[src/rtl/spi_mnrch_gen.sv]
// SPI monarch, mode 3 (CPOL=1, CPHA=1), parametrised word width, SCLK divider and one-hot selects.
// Latency: done rises H/2 + 2*H*DATA_W clocks after the accepting wrt edge (H = 2**DIV_LOG2).
// Backpressure: wrt is only accepted while busy==0; SPI_MNRCH_BURST_EN adds hold to keep SS_n across words.
module spi_mnrch_gen #(
    parameter int DATA_W   = 16,
    parameter int DIV_LOG2 = 4,
    parameter int NUM_SS   = 1,
    localparam int SS_W    = (NUM_SS > 1) ? $clog2(NUM_SS) : 1
) (
    input  logic              clk,
    input  logic              rst_n,
    input  logic              wrt,
    input  logic [DATA_W-1:0] wt_data,
    input  logic [SS_W-1:0]   ss_sel,
`ifdef SPI_MNRCH_BURST_EN
    input  logic              hold,
`endif
    input  logic              MISO,
    output logic              SCLK,
    output logic              MOSI,
    output logic [NUM_SS-1:0] SS_n,
    output logic              busy,
    output logic              done,
    output logic [DATA_W-1:0] rd_data
);

    localparam int CNT_W = $clog2(DATA_W);
    localparam int DIV_W = DIV_LOG2 + 1;

    // Load value sits H/2 increments short of all-ones, which gives the front porch.
    localparam logic [DIV_W-1:0] DIV_LOAD = {2'b10, {(DIV_W-2){1'b1}}};
    localparam logic [DIV_W-1:0] DIV_FALL = {DIV_W{1'b1}};
    localparam logic [DIV_W-1:0] DIV_RISE = {1'b0, {(DIV_W-1){1'b1}}};
    localparam logic [CNT_W-1:0] CNT_LAST = CNT_W'(DATA_W - 1);

    typedef enum logic [1:0] {
        ST_IDLE,
        ST_FRONT,
        ST_XFER,
        ST_BACK
    } state_t;

    state_t              state_q, state_d;
    logic [DIV_W-1:0]    div_q, div_d;
    logic [DATA_W-1:0]   sr_q, sr_d;
    logic [CNT_W-1:0]    cnt_q, cnt_d;
    logic                miso_smpl_q, miso_smpl_d;
    logic [NUM_SS-1:0]   ss_n_q, ss_n_d;
    logic                done_q, done_d;
    logic [NUM_SS-1:0]   sel_onehot;
    logic                fall_imm;
    logic                rise_imm;
    logic                release_ss;

`ifdef SPI_MNRCH_BURST_EN
    logic                hold_q, hold_d;

    assign release_ss = ~hold_q;
`else
    assign release_ss = 1'b1;
`endif

    assign fall_imm = (div_q == DIV_FALL);
    assign rise_imm = (div_q == DIV_RISE);

    // Out-of-range ss_sel decodes to no select at all; the transfer still runs.
    always_comb begin
        sel_onehot = '0;
        for (int i = 0; i < NUM_SS; i++) begin
            sel_onehot[i] = (ss_sel == SS_W'(i));
        end
    end

    always_comb begin
        state_d     = state_q;
        div_d       = div_q + DIV_W'(1);
        sr_d        = sr_q;
        cnt_d       = cnt_q;
        miso_smpl_d = miso_smpl_q;
        ss_n_d      = ss_n_q;
        done_d      = done_q;
`ifdef SPI_MNRCH_BURST_EN
        hold_d      = hold_q;
`endif
        case (state_q)
            ST_IDLE: begin
                div_d = DIV_LOAD;
                if (wrt) begin
                    div_d   = DIV_LOAD + DIV_W'(1);
                    sr_d    = wt_data;
                    cnt_d   = '0;
                    done_d  = 1'b0;
                    ss_n_d  = ~sel_onehot;
                    state_d = ST_FRONT;
`ifdef SPI_MNRCH_BURST_EN
                    hold_d  = hold;
`endif
                end
            end
            ST_FRONT: begin
                if (fall_imm) begin
                    state_d = ST_XFER;
                end
            end
            ST_XFER: begin
                if (rise_imm) begin
                    miso_smpl_d = MISO;
                end
                if (fall_imm) begin
                    sr_d  = {sr_q[DATA_W-2:0], miso_smpl_q};
                    cnt_d = cnt_q + CNT_W'(1);
                end
                if (cnt_q == CNT_LAST) begin
                    state_d = ST_BACK;
                end
            end
            ST_BACK: begin
                if (rise_imm) begin
                    miso_smpl_d = MISO;
                end
                // Final shift completes the word; reload keeps SCLK high with no extra edge.
                if (fall_imm) begin
                    sr_d    = {sr_q[DATA_W-2:0], miso_smpl_q};
                    done_d  = 1'b1;
                    div_d   = DIV_LOAD;
                    state_d = ST_IDLE;
                    if (release_ss) begin
                        ss_n_d = '1;
                    end
                end
            end
            default: begin
                state_d = ST_IDLE;
            end
        endcase
    end

    always_ff @(posedge clk or negedge rst_n) begin
        if (!rst_n) begin
            state_q     <= ST_IDLE;
            div_q       <= DIV_LOAD;
            sr_q        <= '1;
            cnt_q       <= '0;
            miso_smpl_q <= 1'b1;
            ss_n_q      <= '1;
            done_q      <= 1'b0;
`ifdef SPI_MNRCH_BURST_EN
            hold_q      <= 1'b0;
`endif
        end else begin
            state_q     <= state_d;
            div_q       <= div_d;
            sr_q        <= sr_d;
            cnt_q       <= cnt_d;
            miso_smpl_q <= miso_smpl_d;
            ss_n_q      <= ss_n_d;
            done_q      <= done_d;
`ifdef SPI_MNRCH_BURST_EN
            hold_q      <= hold_d;
`endif
        end
    end

    assign SCLK    = div_q[DIV_W-1];
    assign MOSI    = sr_q[DATA_W-1];
    assign SS_n    = ss_n_q;
    assign busy    = (state_q != ST_IDLE);
    assign done    = done_q;
    assign rd_data = sr_q;

endmodule
[config.mk]
export PLATFORM = sky130hd
export DESIGN_NAME = spi_mnrch_gen
export DESIGN_NICKNAME = d
export VERILOG_FILES = /design/src/rtl/spi_mnrch_gen.sv
export SDC_FILE = /design/constraint.sdc
export NUM_CORES = 1
export LEC_CHECK = 0
export CORE_ASPECT_RATIO = 0.75
export CORE_MARGIN = 1
export CORE_UTILIZATION = 49
export DETAILED_ROUTE_END_ITERATION = 16
export PLACE_DENSITY = 0.79
export SKIP_CTS_REPAIR_TIMING = 1
export SYNTH_ARGS = -nofsm -noshare
export SYNTH_HDL_FRONTEND = slang
export SYNTH_SLANG_ARGS = --single-unit
export TNS_END_PERCENT = 10
[constraint.sdc]
create_clock -name clk -period 2.87 [get_ports clk]
set_input_delay 0.861 -clock clk [delete_from_list [all_inputs] [get_ports clk]]
set_output_delay 0.861 -clock clk [all_outputs]
set_load 0.005 [all_outputs]
==> impl_metrics.ini, run 1 <==
[synth]
synth-seq-cells = 30
ys.warnings.count = 0
synthDominantCellAreaShare_pct = 32.77
ys.flop_type = dfstp_2
ys_async_sr_fraction_pct = 100.0
synth_largest_area_cell = dfstp_2
syn_nets = 172
netlist_top_cells_count = 24 x mux2_2, 22 x dfstp_2, 11 x ha_1, 10 x mux2_4
synthTopCellsByArea = dfstp_2 33%, mux2_2 15%, dfrtp_1 11%
ys_seq_area_share_pct = 44.11
ys_types = 41
synth_cells = 140
syn_avg_cell_area_um2 = 12.60
yosysMostFrequentCell = mux2_2
synthesis.area_um2 = 1764
synth_edf_count = 0

[final_layout]
fill_cells = 239
drive_above_1_share_pct = 38.92
diodes = 0
syn2layout_area_growth_pct = 29.29
fin_nets = 216

[clock_network]
cts.clk_slew.worst_paths_ps = 60
clk_latency_ps = 290
clock-sinks = 30
cts-root-buf = clkbuf_8
cts_buffers = 5
cts_tree = yes
clock_path_buffers = 2
htreeDepth = 2

[min_path]
worstHoldStart = SS_n
hp-class = flop to flop

[placed_design]
gp_congestion = 0.7976
dp_worst_setup_slack_ps = 346.7
io_buffers = 41
dp_hpwl_um = 2512

[timing]
finalSetupViolCount = 0
timing.final.crit_share_pct = 90.60
worst_pin_slew_ps = 356.6
fin_tns_setup_ps = 0
fmax_mhz = 384.6
rsz0062_at_grt = false
clock_skew_ps = 7.392
slew_violations = 0
fin_ws_ps = 269.7
finalHoldViolations = 0
slew_headroom_pct = 75.55
fin_crit_ps = 2600

[worst_setup_path]
critPathKind = flop to output pin
critPathLaunch = state_q[0]
cp_max_fo = 7
cp.arrival_ps = 1740
critPathLaunchType = flop
worstReg2RegStart = div_q[0]
endpoint_kind = output pin
cp_data_required_time_ps = 2010

[die]
start_util_pct = 52.57
die_w_um = 71.29
die_area_um2 = 3847
die_height_um = 53.97
rows = 18
io_pins = 42
core_um2 = 3356

[drt]
num_vias = 1192
wl_per_cell_um = 15.44
avgViaCountPerCell = 5.298
drcViolationCount = 1
dr.pass1.iters = 12
wl_um = 3475
drt-initial-drc-count = 66
ant_nets = 0

[power]
power_leakage_nw = 0.9470
peakVddDrop_mv = 0.5696
p_per_area_nw_per_um2 = 1212

[run_status]
violations = DRC
status = finished, violations left

[grt]
antenna_found_initial = 0
grt_usage_pct = 20.07
grt_max_degree = 31
grt_pass1_wl_um = 5520
grt_pass1_vias = 1134
globalRouteOverflowTotal = 0

[run]
maxCapViolations = 0
[worst paths after layout]
check	end	slack [ps]	depth (start not counted)
max in group asynchronous	rd_data[0]	1590	2
min in group asynchronous	cnt_q[0]	950	2
worst max register to register	rd_data[0]	480	7
worst min-delay path	SS_n	530	1
worst min register to register	SS_n	530	1
worst max-delay path	busy	270	4
[metrics by stage]
step / hold WS (ps) / util, % / power [mW] / std cells / area [um^2]
after global placement: 502.7 / 65.29 / 2.355 / 217 / 2191
after CTS: 526.8 / 67.97 / 2.794 / 225 / 2281
after detailed placement: 518.8 / 65.29 / 2.426 / 217 / 2191
after global routing: 545.7 / 67.97 / 2.965 / 225 / 2281
after floorplan: 500.0 / - / 1.944 / 140 / 1764
final: 529.3 / 67.97 / 2.765 / 225 / 2281
[sequential cells by signal (all words and copies together), names as in the netlist]
| name | flops |
|---|---|
| miso_smpl_q | 1 |
| done | 1 |
| state_q | 2 |
| div_q | 5 |
| rd_data | 16 |
| SS_n | 1 |
| cnt_q | 4 |
[cell type report]
cell class / count / area (um^2) / area share, %
timing repair buffer: 44 / 432.9 / 18.98
multi-input combinational: 95 / 899.6 / 39.44
tap: 40 / 50.05 / 2.194
inverter: 8 / 30.03 / 1.317
sequential: 30 / 778.2 / 34.12
clock buffer: 8 / 90.09 / 3.950
[logic make-up (layout without fill, tap and decap cells)]
logic type / Yosys count / in the layout / synth area share [%]
buf+inv: 15 / 60 / 4.894
flops: 30 / 30 / 44.11
mux: 35 / 35 / 24.40
xor+xnor: 2 / 2 / 0.9931
fa+ha+maj: 11 / 11 / 7.801
simple gates: 23 / 23 / 7.731
compound gates: 24 / 24 / 10.07
[critical path: stages, from the launching register on]
cell             delay [ps]
dfrtp_1                 460
inv_1                   120
ha_1                    310
inv_1                    80
clkdlybuf4s50_1         490
[layout by cell type (no fill, tap or decap), drive strengths merged, types with 5 or more instances in the layout]
| master | instances |
|---|---|
| clkdlybuf4s50 | 41 |
| mux2 | 34 |
| dfstp | 22 |
| ha | 11 |
| inv | 8 |
| a21oi | 8 |
| dfrtp | 8 |
| clkbuf | 8 |
| nand3 | 5 |
| nand2 | 5 |
[per-layer routing]
layer	routed length [um]	track usage (%)	share of wire, %	vias to the layer above
li1	-	-	-	583
met1	1645	25.23	47	574
met2	1632	31.27	47	29
met3	146	8.052	4.2	6
met4	51	8.000	1.5	0
met5	0	0	0	-
[power by group]
group          internal (mW)  switching [mW]  total (mW)
clock                  0.195           0.158       0.353
combinational          0.926           0.581        1.51
sequential             0.740           0.165       0.905
total                   1.86           0.904        2.76
(Power assumes the default switching activity.)
==> run 2: changes to the inputs <==
--- a/config.mk
+++ b/config.mk
@@ -11,6 +11,7 @@
 export DETAILED_ROUTE_END_ITERATION = 16
 export PLACE_DENSITY = 0.79
 export SKIP_CTS_REPAIR_TIMING = 1
+export SLEW_MARGIN = 20
 export SYNTH_ARGS = -nofsm -noshare
 export SYNTH_HDL_FRONTEND = slang
 export SYNTH_SLANG_ARGS = --single-unit
==> results of run 2 <==
The final DEF is identical to that of run 1; final timing and power are the same.
==> run 3: changes to the inputs <==
--- a/config.mk
+++ b/config.mk
@@ -9,6 +9,7 @@
 export CORE_MARGIN = 1
 export CORE_UTILIZATION = 49
 export DETAILED_ROUTE_END_ITERATION = 16
+export HOLD_SLACK_MARGIN = 0.08
 export PLACE_DENSITY = 0.79
 export SKIP_CTS_REPAIR_TIMING = 1
 export SLEW_MARGIN = 20
==> results of run 3 <==
The final DEF is identical to that of run 1; final timing and power are the same.
